<file path="config.mk">
export PLATFORM = sky130hd
export DESIGN_NAME = lane_tx_serializer
export DESIGN_NICKNAME = d
export VERILOG_FILES = /design/src/rtl/lane_tx_serializer.sv
export SDC_FILE = /design/constraint.sdc
export NUM_CORES = 1
export LEC_CHECK = 0
export CAP_MARGIN = 10
export CORE_ASPECT_RATIO = 0.7
export CORE_MARGIN = 2
export CORE_UTILIZATION = 40
export CTS_CLUSTER_SIZE = 8
export DETAILED_ROUTE_END_ITERATION = 10
export SLEW_MARGIN = 40
export SYNTH_ARGS = -nofsm -noshare
export SYNTH_HDL_FRONTEND = slang
export SYNTH_SLANG_ARGS = --single-unit
export TNS_END_PERCENT = 30
</file>
<file path="constraint.sdc">
create_clock -name clk_in -period 2.45 [get_ports clk_in]
set_clock_uncertainty 0.2 [all_clocks]
set_input_delay 0.245 -clock clk_in [delete_from_list [all_inputs] [get_ports clk_in]]
set_output_delay 0.245 -clock clk_in [all_outputs]
set_load 0.05 [all_outputs]
</file>
<file path="src/rtl/lane_tx_serializer.sv">
// Valid/ready word serializer feeding the line-clock divider: single-lane or LANES-wide striped, LSB-first.
// Optional LANE_TX_PARITY_EN appends one even-parity bit per active lane after its data bits.
module lane_tx_serializer #(
    parameter int DATA_W       = 64,
    parameter int LANES        = 4,
    parameter int SINGLE_RATIO = 8,
    parameter int MULTI_RATIO  = 2
) (
    input  logic              clk_in,
    input  logic              rst_n,
    input  logic              single_lane,
    input  logic [DATA_W-1:0] s_data,
    input  logic              s_valid,
    output logic              s_ready,
    output logic [LANES-1:0]  lane_data,
    output logic [LANES-1:0]  lane_en,
    output logic              bit_tick,
    output logic              busy
);

    localparam int WPL = DATA_W / LANES;
`ifdef LANE_TX_PARITY_EN
    localparam int PAR = 1;
`else
    localparam int PAR = 0;
`endif
    localparam int NB_S  = DATA_W + PAR;
    localparam int NB_M  = WPL + PAR;
    localparam int MAX_R = (SINGLE_RATIO > MULTI_RATIO) ? SINGLE_RATIO : MULTI_RATIO;
    localparam int PH_W  = $clog2(MAX_R);
    localparam int BI_W  = $clog2(NB_S + 1);

    localparam logic [PH_W-1:0] PH_LAST_S = PH_W'(SINGLE_RATIO - 1);
    localparam logic [PH_W-1:0] PH_LAST_M = PH_W'(MULTI_RATIO - 1);
    localparam logic [BI_W-1:0] BI_LAST_S = BI_W'(NB_S - 1);
    localparam logic [BI_W-1:0] BI_LAST_M = BI_W'(NB_M - 1);

    typedef enum logic {
        IDLE,
        SHIFT
    } state_t;

    state_t            state_q, state_d;
    logic              mode_q, mode_d;
    logic [DATA_W-1:0] shreg_q, shreg_d;
    logic [PH_W-1:0]   phase_q, phase_d;
    logic [BI_W-1:0]   bidx_q, bidx_d;
    logic              s_ready_q, s_ready_d;
    logic [LANES-1:0]  lane_data_q, lane_data_d;
    logic [LANES-1:0]  lane_en_q, lane_en_d;
    logic              tick_q, tick_d;
    logic              busy_q, busy_d;
    logic              accept;

    function automatic logic [PH_W-1:0] ph_last(input logic single);
        return single ? PH_LAST_S : PH_LAST_M;
    endfunction

    function automatic logic [BI_W-1:0] bi_last(input logic single);
        return single ? BI_LAST_S : BI_LAST_M;
    endfunction

`ifdef LANE_TX_PARITY_EN
    logic [LANES-1:0] par_q, par_d, par_new;

    always_comb begin
        par_new = '0;
        if (single_lane) begin
            par_new[0] = ^s_data;
        end else begin
            for (int unsigned k = 0; k < LANES; k++) begin
                for (int unsigned j = 0; j < WPL; j++) begin
                    par_new[k] = par_new[k] ^ s_data[j*LANES + k];
                end
            end
        end
    end
`endif

    assign accept = s_valid && s_ready_q;

    // Outputs are registered from the next-state values so lane_data/bit_tick/s_ready line up with the word timing.
    always_comb begin
        state_d = state_q;
        mode_d  = mode_q;
        shreg_d = shreg_q;
        phase_d = phase_q;
        bidx_d  = bidx_q;
        tick_d  = 1'b0;
`ifdef LANE_TX_PARITY_EN
        par_d   = par_q;
`endif
        if (state_q == SHIFT) begin
            if (phase_q == ph_last(mode_q)) begin
                phase_d = '0;
                bidx_d  = bidx_q + 1'b1;
                tick_d  = 1'b1;
                shreg_d = mode_q ? (shreg_q >> 1) : (shreg_q >> LANES);
                if (bidx_q == bi_last(mode_q)) begin
                    state_d = IDLE;
                end
            end else begin
                phase_d = phase_q + 1'b1;
            end
        end
        if (accept) begin
            state_d = SHIFT;
            mode_d  = single_lane;
            shreg_d = s_data;
            phase_d = '0;
            bidx_d  = '0;
            tick_d  = 1'b1;
`ifdef LANE_TX_PARITY_EN
            par_d   = par_new;
`endif
        end

        lane_data_d = '0;
        lane_en_d   = '0;
        busy_d      = 1'b0;
        if (state_d == SHIFT) begin
            busy_d = 1'b1;
            if (mode_d) begin
                lane_en_d[0]   = 1'b1;
                lane_data_d[0] = shreg_d[0];
            end else begin
                lane_en_d   = '1;
                lane_data_d = shreg_d[LANES-1:0];
            end
`ifdef LANE_TX_PARITY_EN
            if (bidx_d == bi_last(mode_d)) begin
                lane_data_d = par_d & lane_en_d;
            end
`endif
        end else begin
            tick_d = 1'b0;
        end
        s_ready_d = (state_d == IDLE) ||
                    ((phase_d == ph_last(mode_d)) && (bidx_d == bi_last(mode_d)));
    end

    always_ff @(posedge clk_in) begin
        if (!rst_n) begin
            state_q     <= IDLE;
            mode_q      <= 1'b0;
            shreg_q     <= '0;
            phase_q     <= '0;
            bidx_q      <= '0;
            s_ready_q   <= 1'b0;
            lane_data_q <= '0;
            lane_en_q   <= '0;
            tick_q      <= 1'b0;
            busy_q      <= 1'b0;
`ifdef LANE_TX_PARITY_EN
            par_q       <= '0;
`endif
        end else begin
            state_q     <= state_d;
            mode_q      <= mode_d;
            shreg_q     <= shreg_d;
            phase_q     <= phase_d;
            bidx_q      <= bidx_d;
            s_ready_q   <= s_ready_d;
            lane_data_q <= lane_data_d;
            lane_en_q   <= lane_en_d;
            tick_q      <= tick_d;
            busy_q      <= busy_d;
`ifdef LANE_TX_PARITY_EN
            par_q       <= par_d;
`endif
        end
    end

    assign s_ready   = s_ready_q;
    assign lane_data = lane_data_q;
    assign lane_en   = lane_en_q;
    assign bit_tick  = tick_q;
    assign busy      = busy_q;

endmodule
</file>
# Word-level counts from Yosys, hierarchy flattened
# Index checks and enable logic that the tools add are counted.
classes:
  n_addsub: 2
  multipliers: 0
  div: 0
  order_cmp: 0
  n_eq_ne: 4
  n_shift: 0
  muxes: 25
  bitwise: 2
  reduce_logical: 8
ops:
  columns: ["op", "count"]
  rows:
  - ["$mux W64", 3]
  - ["$mux W63", 1]
  - ["$mux W7", 3]
  - ["$mux W3", 6]
  - ["$eq A7 B6 Y1", 2]
  - ["$mux W6", 2]
  - ["$mux W1", 10]
  - ["$add A7 B1 Y7 const B", 1]
  - ["$eq A3 B3 Y1", 2]
  - ["$reduce_and A2 Y1", 2]
  - ["$reduce_bool A2 Y1", 2]
  - ["$add A3 B1 Y3 const B", 1]
  - ["$reduce_or A3 Y1", 1]
  - ["$logic_and A1 B1 Y1", 2]
  - ["$not A1 Y1", 2]
  - ["$logic_or A1 B1 Y1", 1]
totals:
  ff_bits: 87
  latchBits: 0
  mem_bits_rw: 0
  mem_bits_ro: 0
  input_bits: 68
  out_inout_bits: 11
  mem_count: 0

# Longest topological paths before layout
depth:
  depth_word: 8
  ltp_mapped: 8
  mapped_depth_nobuf: 8

# Least setup slack after synthesis
# No wires, ideal clock.
synth_path:
  kind: "reg2reg"
  startpoint: "reg s_ready_q, in the netlist s_ready"
  endpoint: "reg lane_data_q[3], in the netlist lane_data[3]"
  setup_time_ns: 0.064
  arrival_time_ns: 1.935
  path_slack_ns: 0.250
  stages_incl_launch_ff: 9
  period_less_slack_ns: 2.200
  path_cell_list: "dfxtp_1 -> and2_1 -> clkbuf_1 -> nor3_1 -> a31o_2 -> or2_2 -> inv_1 -> nand2_1 -> nor2_1"
synth_via:
  elab_chain_cells: 4
synth_lines:
  columns: ["item", "line_no", "rtl"]
  rows:
  - ["from (decl)", "48", "logic s_ready_q, s_ready_d;"]
  - ["from (signal assigned)", "163", "s_ready_q <= s_ready_d;"]
  - ["$logic_and A1 B1 Y1 *", "80", "assign accept = s_valid && s_ready_q;"]
  - ["$mux W1", "106", "if (accept) begin"]
  - ["$not A1 Y1 (no source line)", null, null]
  - ["$reduce_or A3 Y1 (no source line)", null, null]
  - ["to (signal assigned)", "164", "lane_data_q <= lane_data_d;"]
  - ["to (decl)", "49", "logic [LANES-1:0] lane_data_q, lane_data_d;"]
# Mark *: on every way between the ends. The rest lies on a longest branch, timed or not.
# A chain may end at the register's enable or synchronous reset.

# Worst setup path after layout
layout_path:
  startpoint: "reg mode_q"
  endpoint: "reg shreg_q[51]"
layout_via:
  elab_chain_cells: 4
layout_lines:
  columns: ["item", "line_no", "rtl"]
  rows:
  - ["from (decl)", "44", "logic mode_q, mode_d;"]
  - ["from (signal assigned)", "159", "mode_q <= mode_d;"]
  - ["$mux W3 / $mux W63 (equally long branches)", "56, 98", null]
  - ["$eq A3 B3 Y1 / $mux W64 (equally long branches)", "94", "if (phase_q == ph_last(mode_q)) begin"]
  - ["$reduce_bool A2 Y1 (no source line) / $mux W64 (equally long branches)", null, null]
  - ["$reduce_and A2 Y1 (no source line) / $mux W64 (equally long branches)", null, null]
  - ["to (signal assigned)", "160", "shreg_q <= shreg_d;"]
  - ["to (decl)", "45", "logic [DATA_W-1:0] shreg_q, shreg_d;"]
# Parallel ways exist; a longest one is shown, timed or not. The select of a mux whose other input is x is not followed.

==> results.sh <==
export IMPL_antenna_cells=0
export IMPL_firstDrtPassIters=4
export IMPL_busiest_layer="met2"
export IMPL_dp_final_hpwl_um=6939
export IMPL_ant_nets=0
export IMPL_core_area_mm2=0.01036
export IMPL_first_iter_violations=207
export IMPL_viasPerCell=5.273
export IMPL_grtUsageMet1=0.2670
export IMPL_grt_pass1_vias=3541
export IMPL_fin_cells=715
export IMPL_routedWlPerCell_um=14.66
export IMPL_netlist_instances=526
export IMPL_grt_max_degree=66
export IMPL_cts_tree="yes"
export IMPL_avgSynthCellArea_um2=8.126
export IMPL_placed_cells=699
export IMPL_vias=3770
export IMPL_synth_area_mm2=0.004274
export IMPL_clkTransAtPathRegs_ps=60
export IMPL_synth_cell_types=35
export IMPL_ys_ff_latch=83
export IMPL_start_util=0.4127
export IMPL_track_usage=0.1874
export IMPL_grt_ovfl_total=0
export IMPL_die_area_mm2=0.01154
export IMPL_antenna_found_initial=0
export IMPL_power_density_mw_per_mm2=594.1
export IMPL_hold_class="in2reg"
export IMPL_rsz0062_at_grt="false"
export IMPL_gr_usage_met3=0.04088
export IMPL_synth_flop_cell="dfxtp_1"
export IMPL_worstSetupPathType="reg2reg"
export IMPL_cts_buffers=9
export IMPL_htree_levels=3
export IMPL_synthArstFlopShare=0
export IMPL_syn_nets=596
export IMPL_crit_chain="buf_6, nand4_1, a21boi_4, buf_12, buf_4, nand2_1, o211ai_1, a21oi_1"
export IMPL_max_stage_delay_ps=340
export IMPL_slowest_stage="dfxtp_4"
export IMPL_finalCritPeriodShare=0.9314
export IMPL_clkSinkCount=83
export IMPL_use_met2=0.2799
export IMPL_cp_required_ps=2440
export IMPL_dieHeight_um=90.49
export IMPL_root_buffer="clkbuf_16"
export IMPL_fmax_mhz=438.2
export IMPL_period_minus_slack_ps=2282
export IMPL_worstHoldStart="s_data[19]"
export IMPL_insertion_delay_ps=330
export IMPL_synth_edf_count=0
export IMPL_die_w_um=127.6
export IMPL_hold_violations=0
export IMPL_cpLargestDelayFamily="buffers and inverters"
export IMPL_nNetsFinal=648
export IMPL_globalplace_congestion=0.8505
export IMPL_ys_seq_area_frac=0.3888
export IMPL_cp_arrival_ps=2270
export IMPL_final_setup_viol_count=0
export IMPL_crit_start="mode_q$_SDFF_PN0_"
export IMPL_endpoint_kind="flop"
export IMPL_place_port_buffers=78
export IMPL_worstPathMaxFanout=40
export IMPL_slew_headroom=0.5404
export IMPL_crit_buf_inv=3
export IMPL_boundaryPins=79
export IMPL_p_leak_nw=1.673
export IMPL_wirelength_um=10480
export IMPL_areaGrowthSynthToFinish_pct=25.64
export IMPL_finalPower_mw=3.190
export IMPL_yosysWarnings=0
export IMPL_drc=0
export IMPL_startpoint_type="flop"
export IMPL_max_cap_viol_count=0
export IMPL_post_cts_buffers=0
export IMPL_r2r_start="mode_q$_SDFF_PN0_"
export IMPL_drive_gt1_frac=0.06346
export IMPL_rows=31
export IMPL_grt_pass1_wl_um=17630
export IMPL_outcome="completed"
export IMPL_postCtsHoldBufs=0
export IMPL_ir_drop_v=0.0003773
export IMPL_fin_tns_setup_ps=0
export IMPL_worst_pin_slew_ps=689.3
export IMPL_cts_buffer_depth=2
export IMPL_slew_violations=0
-- final timing paths --
kind                                                  to  slack (ps)  cells past startpoint
worst min register to register      bidx_q[1]$_SDFF_PN0_         300                      2
worst max-delay path            shreg_q[51]$_SDFFE_PN0P_         170                      8
worst max register to register  shreg_q[51]$_SDFFE_PN0P_         170                      8
worst min-delay path            shreg_q[19]$_SDFFE_PN0P_         260                      3
-- area by class of cell --
class	instances	area (um^2)
fill	995	4986
inverter	4	15.01
clock inverter	3	15.01
sequential	83	1665
multi-input combinational	391	2355
timing repair buffer	89	904.6
clock buffer	13	250.2
tap	132	165.2
-- per-stage QoR --
step | utilization | cell area (um^2) | setup WS (ps) | hold slack [ps]
2_1_floorplan | - | 4274 | 250.2 | 164.2
3_3_place_gp | 0.4926 | 5101 | 94.80 | 280.2
3_5_place_dp | 0.4926 | 5101 | 70.14 | 293.9
4_1_cts | 0.5182 | 5366 | 43.85 | 241.4
5_1_grt | 0.5185 | 5370 | 9.439 | 255.0
6_report | 0.5185 | 5370 | 168.1 | 255.0
-- layer usage --
metal / part of all wire / vias to the layer above
met2: 0.43 / 81
met1: 0.51 / 1733
met4: 0.012 / 0
met5: 0 / -
li1: - / 1948
met3: 0.047 / 8
-- synth_stat cells (all sizes together), types with 2 or more instances --
library cell,count,share of area
and3,4,0.0059
inv,4,0.0035
xor2,3,0.0061
nor2b,6,0.0088
a211oi,7,0.012
nand2,129,0.11
nand4,2,0.0029
ha,2,0.0059
o211ai,56,0.098
nor3,8,0.012
o31a,4,0.0082
a21oi,61,0.071
nor2,26,0.023
dfxtp,83,0.39
clkbuf,25,0.022
nand3,5,0.0059
buf,23,0.036
xnor2,7,0.014
or2,2,0.0029
mux2i,57,0.13
-- power breakdown --
part	switching (mW)	internal (mW)	total, mW
registers	0.0631	1.42	1.48
logic	0.237	0.246	0.483
clock network	0.513	0.710	1.22
-- cells in the final DEF, fill, tap and decap left out, types with 4 or more instances in the layout --
master / Yosys / layout
nand2_1: 129 / 128
o211ai_1: 56 / 56
xnor2_1: 7 / 7
a21oi_1: 61 / 61
nand3_1: 5 / 5
buf_4: 10 / 7
mux2i_1: 57 / 57
o31a_1: 4 / 4
nor3_1: 6 / 6
and3_1: 4 / 4
clkdlybuf4s50_1: 0 / 78
dfxtp_1: 83 / 82
nor2_1: 26 / 26
nor2b_1: 6 / 6
clkbuf_16: 0 / 9
a211oi_1: 7 / 7
-- worst reg2reg max path, cell delays in order, from the launching register on --
cell and delay, ps:
dfxtp_4 340, buf_6 290, nand4_1 290, a21boi_4 240
buf_12 230, buf_4 260, nand2_1 90, o211ai_1 100
a21oi_1 90
-- logic make-up after synthesis --
| kind of cell | after synthesis | share of synthesized area |
|---|---|---|
| buf+inv | 52 | 0.06118 |
| mux | 57 | 0.1335 |
| simple gates | 187 | 0.1838 |
| xor+xnor | 10 | 0.02049 |
| flops | 83 | 0.3888 |
| compound gates | 135 | 0.2064 |
| fa+ha+maj | 2 | 0.005854 |
-- flip-flops by register name, indices dropped and copies added (netlist names) --
name	cells
bidx_q	7
shreg_q	64
mode_q	1
lane_data	4
state_q	1
s_ready	1
lane_en	1
phase_q	3
bit_tick	1
-- what timing repair did --
item / CTS / global route
endpoints found under the hold margin: 0 / 0
endpoints found under the setup margin: 0 / 51
gates resized for setup: 0 / 1
No activity file was read; power rests on OpenSTA's default activity.
